File: src/rtl/imem_loader_pkg.sv
// ============================================================================
// Module : imem_loader_pkg
// Brief  : Shared state encoding, default sync marker and length-check helper.
// Rev    : 1.0
// ============================================================================
`default_nettype none

package imem_loader_pkg;

  typedef enum logic [2:0] {
    ST_IDLE   = 3'd0,
    ST_LEN_LO = 3'd1,
    ST_LEN_HI = 3'd2,
    ST_DATA   = 3'd3,
    ST_CKSUM  = 3'd4,
    ST_DONE   = 3'd5,
    ST_ERR    = 3'd6
  } state_t;

  localparam logic [7:0] C_SYNC_BYTE = 8'hA5;

  // True when a frame announces more words than the memory can hold.
  function automatic logic len_too_big(input logic [15:0] n, input int aw);
    return {1'b0, n} > (17'd1 << aw);
  endfunction

endpackage

`default_nettype wire

File: src/rtl/imem_loader_byte_packer.sv
// ============================================================================
// Module : byte_packer
// Brief  : Assembles four LSB-first bytes into a 32-bit word; one-cycle strobe.
// Rev    : 1.0
// ============================================================================
`default_nettype none

module byte_packer (
  input  logic        clk,
  input  logic        rst,
  input  logic        clr_i,
  input  logic        byte_valid_i,
  input  logic [7:0]  byte_i,
  output logic        last_o,
  output logic        word_valid_o,
  output logic [31:0] word_o
);

  logic [1:0]  idx_q;
  logic [23:0] part_q;
  logic [31:0] word_q;
  logic        valid_q;

  assign last_o       = byte_valid_i && (idx_q == 2'd3);
  assign word_valid_o = valid_q;
  assign word_o       = word_q;

  always_ff @(posedge clk or posedge rst) begin
    if (rst) begin
      idx_q   <= 2'd0;
      part_q  <= 24'd0;
      word_q  <= 32'd0;
      valid_q <= 1'b0;
    end else begin
      valid_q <= last_o;
      if (clr_i) begin
        idx_q  <= 2'd0;
        part_q <= 24'd0;
      end else if (byte_valid_i) begin
        idx_q <= idx_q + 2'd1;
        case (idx_q)
          2'd0:    part_q[7:0]   <= byte_i;
          2'd1:    part_q[15:8]  <= byte_i;
          2'd2:    part_q[23:16] <= byte_i;
          default: word_q        <= {byte_i, part_q};
        endcase
      end
    end
  end

endmodule

`default_nettype wire

File: src/rtl/imem_loader.sv
// ============================================================================
// Module : imem_loader
// Brief  : Framed byte-stream to imem word writer; holds the core until loaded.
//          Optional trailing checksum enabled by IMEM_LOADER_CKSUM_EN.
// Rev    : 1.0
// ============================================================================
`default_nettype none

module imem_loader
  import imem_loader_pkg::*;
#(
  parameter int         ADDR_W    = 8,
  parameter logic [7:0] SYNC_BYTE = C_SYNC_BYTE,
  parameter int         BASE_ADDR = 0
) (
  input  logic              clk,
  input  logic              rst,
  input  logic              in_valid,
  output logic              in_ready,
  input  logic [7:0]        in_byte,
  output logic              imem_wr_en,
  output logic [ADDR_W-1:0] imem_wr_addr,
  output logic [31:0]       imem_wr_data,
  output logic              cpu_hold,
  output logic              load_done,
  output logic              load_error,
  output logic [ADDR_W:0]   words_loaded
);

  state_t            state_q, state_d;
  logic              ready_q;
  logic [7:0]        len_lo_q;
  logic [15:0]       len_q;
  logic [ADDR_W:0]   words_q;
  logic [ADDR_W-1:0] addr_q;
  logic              hold_q, done_q, err_q;

  logic              w_acc;
  logic [15:0]       w_len_n;
  logic              w_start, w_to_done, w_to_err, w_word_inc;
  logic              w_pk_valid, w_pk_last, w_pk_word_valid;
  logic [31:0]       w_pk_word;

  assign w_acc      = in_valid && ready_q;
  assign w_len_n    = {in_byte, len_lo_q};
  assign w_pk_valid = w_acc && (state_q == ST_DATA);

  byte_packer u_packer (
    .clk          (clk),
    .rst          (rst),
    .clr_i        (w_start),
    .byte_valid_i (w_pk_valid),
    .byte_i       (in_byte),
    .last_o       (w_pk_last),
    .word_valid_o (w_pk_word_valid),
    .word_o       (w_pk_word)
  );

`ifdef IMEM_LOADER_CKSUM_EN
  logic [7:0] sum_q;

  always_ff @(posedge clk or posedge rst) begin
    if (rst) begin
      sum_q <= 8'd0;
    end else if (w_start) begin
      sum_q <= 8'd0;
    end else if (w_pk_valid) begin
      sum_q <= sum_q + in_byte;
    end
  end
`endif

  always_comb begin
    state_d    = state_q;
    w_start    = 1'b0;
    w_word_inc = 1'b0;
    case (state_q)
      ST_IDLE, ST_DONE, ST_ERR: begin
        if (w_acc && (in_byte == SYNC_BYTE)) begin
          state_d = ST_LEN_LO;
          w_start = 1'b1;
        end
      end
      ST_LEN_LO: begin
        if (w_acc) state_d = ST_LEN_HI;
      end
      ST_LEN_HI: begin
        if (w_acc) begin
          if (len_too_big(w_len_n, ADDR_W)) begin
            state_d = ST_ERR;
          end else if (w_len_n == 16'd0) begin
`ifdef IMEM_LOADER_CKSUM_EN
            state_d = ST_CKSUM;
`else
            state_d = ST_DONE;
`endif
          end else begin
            state_d = ST_DATA;
          end
        end
      end
      ST_DATA: begin
        if (w_pk_last) begin
          w_word_inc = 1'b1;
          if ((17'(words_q) + 17'd1) == {1'b0, len_q}) begin
`ifdef IMEM_LOADER_CKSUM_EN
            state_d = ST_CKSUM;
`else
            state_d = ST_DONE;
`endif
          end
        end
      end
      ST_CKSUM: begin
`ifdef IMEM_LOADER_CKSUM_EN
        if (w_acc) state_d = (in_byte == sum_q) ? ST_DONE : ST_ERR;
`else
        state_d = ST_IDLE;
`endif
      end
      default: state_d = ST_IDLE;
    endcase
    w_to_done = (state_d == ST_DONE) && (state_q != ST_DONE);
    w_to_err  = (state_d == ST_ERR) && (state_q != ST_ERR);
  end

  always_ff @(posedge clk or posedge rst) begin
    if (rst) begin
      state_q  <= ST_IDLE;
      ready_q  <= 1'b0;
      len_lo_q <= 8'd0;
      len_q    <= 16'd0;
      words_q  <= '0;
      addr_q   <= '0;
      hold_q   <= 1'b1;
      done_q   <= 1'b0;
      err_q    <= 1'b0;
    end else begin
      state_q <= state_d;
      ready_q <= 1'b1;
      if (w_acc && (state_q == ST_LEN_LO)) len_lo_q <= in_byte;
      if (w_acc && (state_q == ST_LEN_HI)) len_q <= w_len_n;
      if (w_start) begin
        hold_q  <= 1'b1;
        done_q  <= 1'b0;
        err_q   <= 1'b0;
        words_q <= '0;
      end
      // Address is latched alongside the word so both appear with the strobe.
      if (w_word_inc) begin
        words_q <= words_q + 1'b1;
        addr_q  <= ADDR_W'(BASE_ADDR) + words_q[ADDR_W-1:0];
      end
      if (w_to_done) begin
        hold_q <= 1'b0;
        done_q <= 1'b1;
      end
      if (w_to_err) begin
        hold_q <= 1'b1;
        err_q  <= 1'b1;
      end
    end
  end

  assign in_ready     = ready_q;
  assign imem_wr_en   = w_pk_word_valid;
  assign imem_wr_addr = addr_q;
  assign imem_wr_data = w_pk_word;
  assign cpu_hold     = hold_q;
  assign load_done    = done_q;
  assign load_error   = err_q;
  assign words_loaded = words_q;

endmodule

`default_nettype wire

File: config.mk
export PLATFORM = sky130hd
export DESIGN_NAME = imem_loader
export DESIGN_NICKNAME = d
export VERILOG_FILES = /design/src/rtl/imem_loader_pkg.sv /design/src/rtl/imem_loader_byte_packer.sv /design/src/rtl/imem_loader.sv
export SDC_FILE = /design/constraint.sdc
export NUM_CORES = 1
export LEC_CHECK = 0
export CAP_MARGIN = 15
export CORE_MARGIN = 2
export CORE_UTILIZATION = 45
export DETAILED_ROUTE_END_ITERATION = 10
export PLACE_DENSITY = 0.81
export SYNTH_ARGS = -nofsm -noshare
export SYNTH_HDL_FRONTEND = slang
export SYNTH_SLANG_ARGS = --single-unit
File: constraint.sdc
create_clock -name clk -period 3.75 [get_ports clk]
set_clock_uncertainty 0.2 [all_clocks]
set_input_delay 0.75 -clock clk [delete_from_list [all_inputs] [get_ports clk]]
set_output_delay 0.75 -clock clk [all_outputs]
set_load 0.02 [all_outputs]
==> impl_results.rst, run 1 <==
.. list-table::
   :header-rows: 1

   * - Metric
     - Value
   * - Source of the worst register-to-register timing path
     - words_loaded[0]$_DFFE_PP0P_
   * - Critical Path Start
     - in_byte[3]
   * - Core outline area
     - 10300 sq um
   * - Power Density
     - 595 nW/um^2
   * - Gp weighted congestion
     - 0.806
   * - Number of distinct library cells after synthesis
     - 54
   * - Fin crit share
     - between 80% and 90%
   * - Initial antenna violation count
     - 0
   * - Filler cells
     - 891
   * - Die area
     - 11500 sq um
   * - Largest incremental delay on the critical path
     - 610 ps
   * - Warnings from Yosys
     - 0
   * - Run status
     - completed
   * - Setup CP Type
     - input pin to flip-flop
   * - Number of instances resized during post-cts repair
     - 0
   * - Deepest clock path buffer count
     - 2
   * - Vias in the first global route
     - 3786
   * - Average size of a mapped cell
     - 9.49 sq um
   * - Hold Path Class
     - flip-flop to flip-flop
   * - Ports
     - 65
   * - Most used flip-flop cell after synthesis
     - sky130_fd_sc_hd__dfrtp_1
   * - Cell at the root of the clock tree
     - sky130_fd_sc_hd__clkbuf_8
   * - Std cell rows
     - 37
   * - Relative slew slack
     - 40.9%
   * - Clock transition at the registers of the reported paths
     - around 100 ps
   * - Routed length per placed instance
     - approximately 16 microns
   * - Final WL
     - 11100 microns
   * - H-tree levels
     - 3
   * - First-pass DRT Iterations
     - 4
   * - Vias after detailed routing
     - 3851
   * - Post-Synthesis Cells
     - between 500 and 600
   * - Inserted Diodes
     - 0
   * - Number of buffers added to fix hold violations after cts
     - 0
   * - CP Capture Type
     - flip-flop
   * - Shortest period the worst path allows
     - 3150 ps
   * - CTS tree
     - yes
   * - Slowest cell on crit path
     - sky130_fd_sc_hd__nor4_1
   * - Ordered list of cells on the worst path
     - clkdlybuf4s50_1 > nor4_1 > nand3_1 > nor2_1 > nor2_1 > o21ai_0 > o21ai_0
   * - Number of port buffers
     - 64
   * - Global-route wire length before repair
     - 18600 microns
   * - Commonest non-fill, non-tap cell in the layout
     - sky130_fd_sc_hd__nand2_1
   * - Maxcap violations
     - 0
   * - Setup repair after global routing missed its margin
     - false
   * - Crit path max fanout
     - 8
   * - Layout cell share with drive strength beyond 1
     - 10.9%
   * - Remaining number of nets flagged by the antenna check after routing
     - 0
   * - Total GRT Usage
     - 20.6%
   * - Share of the synthesized area in compound gates (AO/OA/AOI/OAI)
     - under 10%
   * - Combinational family with the most area after synthesis
     - simple AND/OR/NAND/NOR gates
   * - Largest net degree at the start of global routing
     - 50
   * - Aggregate global routing overflow
     - 0
   * - Count of endpoints failing hold in the final timing report
     - 0
   * - Measured slew at the worst slew-check pin
     - between 800 and 900 ps
   * - Synthesis-stage register bit count
     - 107
   * - Max Clk Rate
     - 318 MHz
   * - Async set or reset register ratio after synthesis
     - 100%
   * - Top library cells by usage in the layout, fill and taps aside
     - 182 x sky130_fd_sc_hd__nand2_1, 106 x sky130_fd_sc_hd__dfrtp_1, 64 x sky130_fd_sc_hd__clkdlybuf4s50_1, 30 x sky130_fd_sc_hd__o21ai_0, 24 x sky130_fd_sc_hd__mux2_2
   * - Final count of negative-setup-slack endpoints
     - 0
   * - Static power due to leakage
     - 0.00269 uW
   * - Post-detailed-route DRC marker count
     - 0
   * - Source-to-sink clock delay at the later pin of the worst-skew pair
     - 380 ps
   * - Final Total Pwr
     - ~3500 uW
   * - Effective utilization at floorplan
     - 46.3%
   * - Simple-gate portion of the synthesized area
     - 21.9%
   * - Layout overhead on the synthesized area
     - 21.2%
   * - Crit start category
     - input pin
   * - Final setup TNS
     - 0 ps
   * - Sequential-to-total area share from yosys stat
     - 56.0%
   * - TritonCTS buffer count
     - 9
   * - Number of nets in the finished design
     - 581
   * - Iter 0 DRT Violations
     - 235
   * - Hold_sp
     - u_packer.part_q[0]$_DFFE_PP0P_
   * - Hpwl dp
     - between 7000 and 8000 microns
   * - Die span in y
     - 107 microns
   * - Endpoint required time on the critical path
     - ~3800 ps
   * - Post-CTS setup repair buffer count
     - 0
   * - Clk sinks
     - 107
   * - Net count after synthesis
     - 520
   * - Number of enable flip-flop cells after synthesis
     - 0
   * - Adder-cell share of the synthesized area
     - 1.31%
   * - Pins Over Slew Limit
     - 0
   * - Vias per cell
     - 5.45
   * - X dimension of the die
     - ~110 microns
   * - Multiplexer fraction of the synthesized cell area
     - 6.07%
   * - Maximum vdd drop
     - roughly 0.42 mV
   * - Synth Area in XOR/XNOR
     - 2.20%
   * - Arrival time at the worst endpoint
     - around 3200 ps
   * - Area of the mapped netlist
     - 4780 sq um
==> per-stage QoR <==
stage	hold WS [ps]	std cells	setup WS [ps]	util [%]	instance area (sq um)
2_1_floorplan	239	504	1390	-	4790
3_3_place_gp	255	690	509	54.1	5590
3_5_place_dp	256	690	256	54.1	5590
4_1_cts	281	706	646	56.2	5800
5_1_grt	314	706	482	56.2	5800
6_report	280	706	603	56.2	5800
==> registers in the layout (all words and copies together) (netlist names), 2 cells and up <==
signal           flops
u_packer.word_o     32
len_q               16
state_q              3
imem_wr_addr         8
len_lo_q             8
words_loaded         9
u_packer.idx_q       2
u_packer.part_q     24
==> Yosys cell counts (all sizes together) (2+ instances only) <==
master     n  area (sq um)
nand3     11          55.1
or3        5          31.3
nor2      18          67.6
o2111ai    2          17.5
nand4      2          12.5
nor3       3          20.0
buf       16          77.6
nand3b     2          15.0
a31oi      3          18.8
mux2      24           270
a21oi     17          85.1
o211ai     2          15.0
o22ai      4          31.3
nor4       3          18.8
xor2       4          35.0
xnor2      8          70.1
and3       4          25.0
dfrtp    106          2650
o21ai     32           160
inv        8          30.0
nand2    183           687
clkbuf    10          37.5
and2       4          25.0
mux2i      2          20.0
and4       2          17.5
or4        2          18.8
ha         5          62.6
o31ai      4          30.0
==> cell type report <==
| cell class | count | area (sq um) | area share [%] |
|---|---|---|---|
| flip-flops and latches | 107 | 2680 | 46.2 |
| multi-input cells | 363 | 1960 | 33.9 |
| repair buffers | 76 | 743 | 12.8 |
| well taps | 136 | 170 | 2.93 |
| clock buffers | 10 | 138 | 2.37 |
| clock inverters | 6 | 72.6 | 1.25 |
| inverters | 8 | 33.8 | 0.583 |
==> worst max-delay path, delay by kind of cell <==
family	cells	cell delay, ps
AOI/OAI and AO/OA	2	390
buffers and inverters	1	570
and+or+nand+nor	4	1470
==> power breakdown <==
group / switching, uW / internal (uW) / total [uW]
sequential: 254 / 1490 / 1740
clock: 404 / 334 / 738
combinational: 501 / 474 / 976
==> final timing paths <==
check,end,slack (ps),depth (start not counted)
setup / recovery,words_loaded[8]$_DFFE_PP0P_,600,7
hold / removal,u_packer.word_o[0]$_DFFE_PP0P_,280,2
setup reg to reg,cpu_hold$_DFFE_PP1P_,860,7
hold reg to reg,u_packer.word_o[0]$_DFFE_PP0P_,280,2
max in group asynchronous,u_packer.word_o[30]$_DFFE_PP0P_,1940,3
min in group asynchronous,u_packer.word_valid_o$_DFF_PP0_,620,2
==> logic make-up after synthesis <==
group                    count (synthesis)
AO/OA/AOI/OAI                           75
XOR/XNOR                                12
adder cells (fa/ha/maj)                  5
buffers and inverters                   34
other                                    1
multiplexers                            26
flip-flops                             107
AND/OR/NAND/NOR                        244
==> routing by layer <==
metal | routed length [microns] | vias up | part of all wire [%] | track usage [%]
met5 | 0 | - | 0 | 0
met4 | 225 | 0 | 2.0 | 8.16
met3 | 626 | 19 | 5.6 | 4.50
met2 | 5270 | 130 | 47 | 31.1
li1 | - | 1803 | - | -
met1 | 4990 | 1899 | 45 | 28.9
(Power assumes the default switching activity.)
==> run 2: changes to the inputs <==
clock period = 2.6 ns   (was 3.75 ns; I/O delays follow)
==> run 2 against run 1 <==
- critical path depth grew 1
- die area unchanged
- via count is 0.16% higher
- non-clock buffer count increased by 18
- register-to-register slack worse by 680 ps
- cell count up 2.5%
- clock power grew 44%
- power grew 45%
- design area up 2.3%
- global-route usage fell by 0.35 points
- hold slack lost 5.2 ps
- first-iteration DRC count increased by 8.1%
- critical path type unchanged
- highest routed layer unchanged
==> impl_results.rst, run 2 (same netlist as run 1, synthesis figures left out) <==
.. list-table::
   :header-rows: 1

   * - Metric
     - Value
   * - Cell mode on critical path
     - sky130_fd_sc_hd__nor2_1
   * - First-pass DRT Iterations
     - 5
   * - Global-route wire length before repair
     - 18300 microns
   * - X dimension of the die
     - 107 microns
   * - Hpwl dp
     - 7750 microns
   * - Power Density
     - 844 nW/um^2
   * - Final WL
     - between 10000 and 15000 microns
   * - Effective utilization at floorplan
     - 46.3%
   * - Post-route core utilization
     - 57.5%
   * - Clk sinks
     - 107
   * - Core outline area
     - 10300 sq um
   * - Sw Pwr
     - 1670 uW
   * - Ports
     - 65
   * - CTS tree
     - yes
   * - Layout cell share with drive strength beyond 1
     - a little over an eighth
   * - Hold Path Class
     - flip-flop to flip-flop
   * - Ordered list of cells on the worst path
     - clkdlybuf4s50_1 > nor4_1 > buf_4 > nand3_1 > nor2_1 > nor2_1 > o21ai_0 > o31ai_1
   * - Total GRT Usage
     - approximately 20%
   * - Routed length per placed instance
     - 15.4 microns
   * - Flip-flop count of the largest register after layout
     - 32
   * - Sequential cell area
     - 2680 sq um
   * - Clock transition at the registers of the reported paths
     - around 100 ps
   * - Initial antenna violation count
     - 0
   * - Number of nets in the finished design
     - between 500 and 600
   * - Arrival time at the worst endpoint
     - 2510 ps
   * - Final setup TNS
     - 0 ps
   * - Placed cell areas
     - 5720 sq um
   * - Maxcap violations
     - 0
   * - Worst hold margin
     - 274 ps
   * - Number of placed cells counting well taps
     - roughly 710
   * - H-tree levels
     - 3
   * - Shortest period the worst path allows
     - 2460 ps
   * - Endpoint required time on the critical path
     - 2650 ps
   * - Pins Over Slew Limit
     - 0
   * - Slowest cell on crit path
     - sky130_fd_sc_hd__clkdlybuf4s50_1
   * - Relative slew slack
     - 47.9%
   * - Deepest clock path buffer count
     - 2
   * - Setup CP Type
     - input pin to flip-flop
   * - Post-CTS setup repair buffer count
     - 0
   * - Finished Layout Cells
     - 724
   * - Cell at the root of the clock tree
     - sky130_fd_sc_hd__clkbuf_8
   * - Largest incremental delay on the critical path
     - 430 ps
   * - Max Clk Rate
     - 407 MHz
   * - Logic gate share of total power
     - around 29%
   * - Die span in y
     - 107 microns
   * - Vias per cell
     - 5.33
   * - CP Capture Type
     - flip-flop
   * - Source-to-sink clock delay at the later pin of the worst-skew pair
     - 370 ps
   * - Setup repair after global routing missed its margin
     - false
   * - Gp weighted congestion
     - between 0.9 and 1
   * - Crit path max fanout
     - 8
   * - Fin crit share
     - roughly 95%
   * - Final count of negative-setup-slack endpoints
     - 0
   * - Filler cells
     - 865
   * - Top library cells by usage in the layout, fill and taps aside
     - 182 x sky130_fd_sc_hd__nand2_1, 106 x sky130_fd_sc_hd__dfrtp_1, 64 x sky130_fd_sc_hd__clkdlybuf4s50_1, 30 x sky130_fd_sc_hd__o21ai_0, 29 x sky130_fd_sc_hd__buf_4
   * - Post-detailed-route DRC marker count
     - 0
   * - Internal Pwr Total
     - 3340 uW
   * - Commonest non-fill, non-tap cell in the layout
     - sky130_fd_sc_hd__nand2_1
   * - Clock network fraction of total power
     - 21.2%
   * - Count of endpoints failing hold in the final timing report
     - 0
   * - Number of instances resized during post-cts repair
     - 0
   * - Layout overhead on the synthesized area
     - 24.0%
   * - Iter 0 DRT Violations
     - approximately 250
   * - Vias in the first global route
     - 3637
   * - Number of port buffers
     - 64
   * - Maximum vdd drop
     - 0.381 mV
   * - Sequential cell fraction of total power
     - 50.1%
   * - Footprint of the multi-input gates
     - 1960 sq um
   * - Vias after detailed routing
     - a little under 4k
   * - Measured slew at the worst slew-check pin
     - 772 ps
   * - Largest net degree at the start of global routing
     - approximately 80
   * - Static power due to leakage
     - between 0.002 and 0.003 uW
   * - Aggregate global routing overflow
     - 0
   * - Std cell rows
     - 37
   * - Inserted Diodes
     - 0
   * - Run status
     - completed
   * - Crit start category
     - input pin
   * - Slack of the worst reg-to-reg path
     - 180 ps
   * - Summed area of non-filler cells in the final layout
     - about 6000 sq um
   * - TritonCTS buffer count
     - 9
   * - Die area
     - 11500 sq um
   * - Number of buffers added to fix hold violations after cts
     - 0
   * - Sw frac
     - 33.4%
   * - Remaining number of nets flagged by the antenna check after routing
     - 0
-- run 2: worst max-delay path, delay by kind of cell --
kind / cells / cell delay, ps
and+or+nand+nor: 4 / 1020
buffers and inverters: 2 / 630
AOI/OAI and AO/OA: 2 / 320
-- run 2: layout make-up --
class / count / share of cell area (%)
Clock inverter: 6 / 1.20
Multi-Input combinational cell: 363 / 33.1
Clock buffer: 10 / 2.32
Sequential cell: 107 / 45.1
Inverter: 8 / 0.569
Timing Repair Buffer: 94 / 14.8
Tap cell: 136 / 2.87
-- run 2: worst paths after layout --
kind,from,endpoint,cells past startpoint
min in group asynchronous,rst,u_packer.part_q[9]$_DFFE_PP0P_,3
hold / removal,u_packer.part_q[6]$_DFFE_PP0P_,u_packer.word_o[6]$_DFFE_PP0P_,2
max in group asynchronous,rst,cpu_hold$_DFFE_PP1P_,3
setup reg to reg,words_loaded[2]$_DFFE_PP0P_,cpu_hold$_DFFE_PP1P_,6
setup / recovery,in_byte[3],words_loaded[7]$_DFFE_PP0P_,8
hold reg to reg,u_packer.part_q[6]$_DFFE_PP0P_,u_packer.word_o[6]$_DFFE_PP0P_,2
-- run 2: metrics by stage --
step | setup slack, ps | total power, uW
2_1_floorplan | 236 | 3420
3_3_place_gp | -160 | 3890
3_5_place_dp | -184 | 3960
4_1_cts | 177 | 5020
5_1_grt | 10.2 | 5300
6_report | 142 | 5010
-- run 2: power by group through the flow --
stage,Combinational (uW),Sequential (uW),Clock (uW)
3_3_place_gp,1390,2500,0
4_1_cts,1450,2500,1080
2_1_floorplan,886,2530,0
5_1_grt,1590,2560,1150
3_5_place_dp,1440,2530,0
6_report,1440,2510,1060
-- run 2: layer usage --
metal	part of all wire [%]	wire [microns]	vias to the layer above	track usage, %
met1	45	5050	1872	28.6
met3	5.4	606	15	3.40
met2	48	5310	136	32.1
li1	-	-	1834	-
met5	0	0	-	0
met4	1.7	193	0	5.84
==> run 3: changes to the inputs <==
SETUP_SLACK_MARGIN = 0.4   (was default)
==> run 3 against run 2 <==
- non-clock buffer count rose by 9
- hold slack got worse by 7.8 ps
- die area did not move
==> impl_results.rst, run 3 (same netlist as run 1, synthesis figures left out) <==
.. list-table::
   :header-rows: 1

   * - Metric
     - Value
   * - Pins Over Slew Limit
     - 0
   * - Arrival time at the worst endpoint
     - 2290 ps
   * - Source-to-sink clock delay at the later pin of the worst-skew pair
     - roughly 370 ps
   * - Cell at the root of the clock tree
     - sky130_fd_sc_hd__clkbuf_8
   * - Vias per cell
     - between 5 and 6
   * - H-tree levels
     - 3
   * - First-pass DRT Iterations
     - 5
   * - Final WL
     - ~12000 microns
   * - Run status
     - completed
   * - Static power due to leakage
     - 0.00294 uW
   * - Die span in y
     - 107 microns
   * - Setup CP Type
     - flip-flop to flip-flop
   * - Die area
     - 11500 sq um
   * - Source of the worst register-to-register timing path
     - words_loaded[1]$_DFFE_PP0P_
   * - Largest delay share family, worst path
     - compound AO/OA/AOI/OAI gates
   * - Core outline area
     - between 10000 and 15000 sq um
   * - Count of endpoints failing hold in the final timing report
     - 0
   * - Shortest period the worst path allows
     - 2200 ps
   * - Number of nets in the finished design
     - 608
   * - Total GRT Usage
     - a little over a fifth
   * - Std cell rows
     - 37
   * - Aggregate global routing overflow
     - 0
   * - R2r endpoint
     - load_done$_DFFE_PP0P_
   * - Number of buffers added to fix hold violations after cts
     - 0
   * - Maximum vdd drop
     - 0.433 mV
   * - Remaining number of nets flagged by the antenna check after routing
     - 0
   * - Clk sinks
     - around 110
   * - Max Clk Rate
     - 454 MHz
   * - Ports
     - 65
   * - Flip-flop count of the largest register after layout
     - 32
   * - Summed area of non-filler cells in the final layout
     - 6140 sq um
   * - Inserted Diodes
     - 0
   * - CTS tree
     - yes
   * - Slack of the worst reg-to-reg path
     - 400 ps
   * - Crit start category
     - flip-flop
   * - Initial antenna violation count
     - 0
   * - Final count of negative-setup-slack endpoints
     - 0
   * - Setup repair after global routing missed its margin
     - true
   * - CP Capture Type
     - flip-flop
   * - Placed cell areas
     - 5770 sq um
   * - Layout overhead on the synthesized area
     - 28.3%
   * - Final setup TNS
     - 0 ps
   * - Buf/Inv on CP
     - 1
   * - Fin crit share
     - 84.7%
   * - Largest incremental delay on the critical path
     - between 400 and 500 ps
   * - Routed length per placed instance
     - 15.9 microns
   * - Ordered list of cells on the worst path
     - ha_4 > buf_4 > a21bo_2 > a21o_1 > o311ai_1 > nand2_1 > o21a_2 > o21ai_1
   * - Global-route wire length before repair
     - 19300 microns
   * - Iter 0 DRT Violations
     - 226
   * - Endpoint required time on the critical path
     - 2690 ps
   * - Cells on worst reg2reg path
     - 8
   * - Largest net degree at the start of global routing
     - 43
   * - Top library cells by usage in the layout, fill and taps aside
     - 182 x sky130_fd_sc_hd__nand2_1, 99 x sky130_fd_sc_hd__dfrtp_1, 49 x sky130_fd_sc_hd__clkdlybuf4s50_1, 37 x sky130_fd_sc_hd__buf_4, 29 x sky130_fd_sc_hd__o21ai_0
   * - Measured slew at the worst slew-check pin
     - 524 ps
   * - Hold Path Class
     - input pin to async pin
   * - Slowest cell on crit path
     - sky130_fd_sc_hd__dfrtp_2
   * - Post-detailed-route DRC marker count
     - 0
   * - Gp weighted congestion
     - 0.974
   * - Deepest clock path buffer count
     - 2
   * - Relative slew slack
     - 64.5%
   * - Vias in the first global route
     - roughly 3.9k
   * - Number of port buffers
     - 64
   * - X dimension of the die
     - 107 microns
   * - Maxcap violations
     - 0
   * - Vias after detailed routing
     - 3979
   * - Effective utilization at floorplan
     - 46.3%
   * - Clock transition at the registers of the reported paths
     - approximately 100 ps
   * - Power Density
     - 858 nW/um^2
   * - Hpwl dp
     - 7950 microns
   * - Crit path max fanout
     - 6
   * - Layout cell share with drive strength beyond 1
     - 18.8%
   * - TritonCTS buffer count
     - 9
   * - Commonest non-fill, non-tap cell in the layout
     - sky130_fd_sc_hd__nand2_1
[run 3: cell types whose count changed in the layout (fill, tap and decap cells not counted), moves of 3 or more]
| cell | previous run | this run |
|---|---|---|
| sky130_fd_sc_hd__dfrtp_2 | 0 | 7 |
| sky130_fd_sc_hd__clkdlybuf4s50_1 | 64 | 49 |
| sky130_fd_sc_hd__dlymetal6s2s_1 | 0 | 4 |
| sky130_fd_sc_hd__dlygate4sd2_1 | 0 | 11 |
| sky130_fd_sc_hd__dfrtp_1 | 106 | 99 |
| sky130_fd_sc_hd__and2_2 | 0 | 3 |
| sky130_fd_sc_hd__buf_4 | 29 | 37 |
[run 3: worst max path at each step]
stage | start | to | slack, ps | cells past startpoint
2_1_floorplan | words_loaded[0]$_DFFE_PP0P_ | cpu_hold$_DFFE_PP1P_ | 410 | 8
3_3_place_gp | in_byte[1] | words_loaded[8]$_DFFE_PP0P_ | -120 | 8
3_5_place_dp | in_byte[1] | words_loaded[4]$_DFFE_PP0P_ | -180 | 8
4_1_cts | words_loaded[1]$_DFFE_PP0P_ | load_done$_DFFE_PP0P_ | 390 | 7
5_1_grt | words_loaded[1]$_DFFE_PP0P_ | load_done$_DFFE_PP0P_ | 320 | 7
6_report | words_loaded[1]$_DFFE_PP0P_ | load_done$_DFFE_PP0P_ | 400 | 8
[run 3: power by group]
group | switching [uW] | internal [uW] | leakage [uW]
logic | 793 | 739 | 0.00142
clock network | 552 | 663 | 0.000120
registers | 370 | 2150 | 0.00140
[run 3: repair_timing]
action	in CTS	in global routing
resized for setup	22	21
endpoints found under the setup margin	45	38
buffers inserted	4	2
pin swaps	3	10
[run 3: cell type report]
cell class | instances | area, sq um
inverter | 8 | 33.8
clock buffer | 11 | 141
timing repair buffer | 103 | 955
multi-input combinational | 363 | 2050
fill | 869 | 4190
tap | 136 | 170
clock inverter | 4 | 98.8
sequential | 107 | 2690
[run 3: worst reg2reg max path: cells and delay by family (launching register included)]
family                     cells  cell delay [ps]
AOI/OAI and AO/OA              5              920
adders and majority gates      1              200
buffers and inverters          1              150
DFF                            1              490
and+or+nand+nor                1              170
[run 3: metrics by stage]
stage          utilization (%)  worst slack (ps)  total power (uW)  instances  hold WS [ps]
6_report                  59.5               398              5260        732           267
5_1_grt                   59.5               320              5580        732           283
4_1_cts                   58.7               395              5210        730           270
3_5_place_dp              55.9              -178              3990        711           258
3_3_place_gp              55.9              -124              3910        711           252
2_1_floorplan                -               414              3420        504           239
[run 3: per-layer routing]
layer | part of all wire (%) | GRT usage, % | wire [microns] | vias up
met5 | 0 | 0 | 0 | -
met4 | 2.4 | 7.79 | 284 | 0
met3 | 5.6 | 4.26 | 652 | 29
met2 | 48 | 33.2 | 5600 | 151
met1 | 44 | 29.6 | 5110 | 1932
li1 | - | - | - | 1867
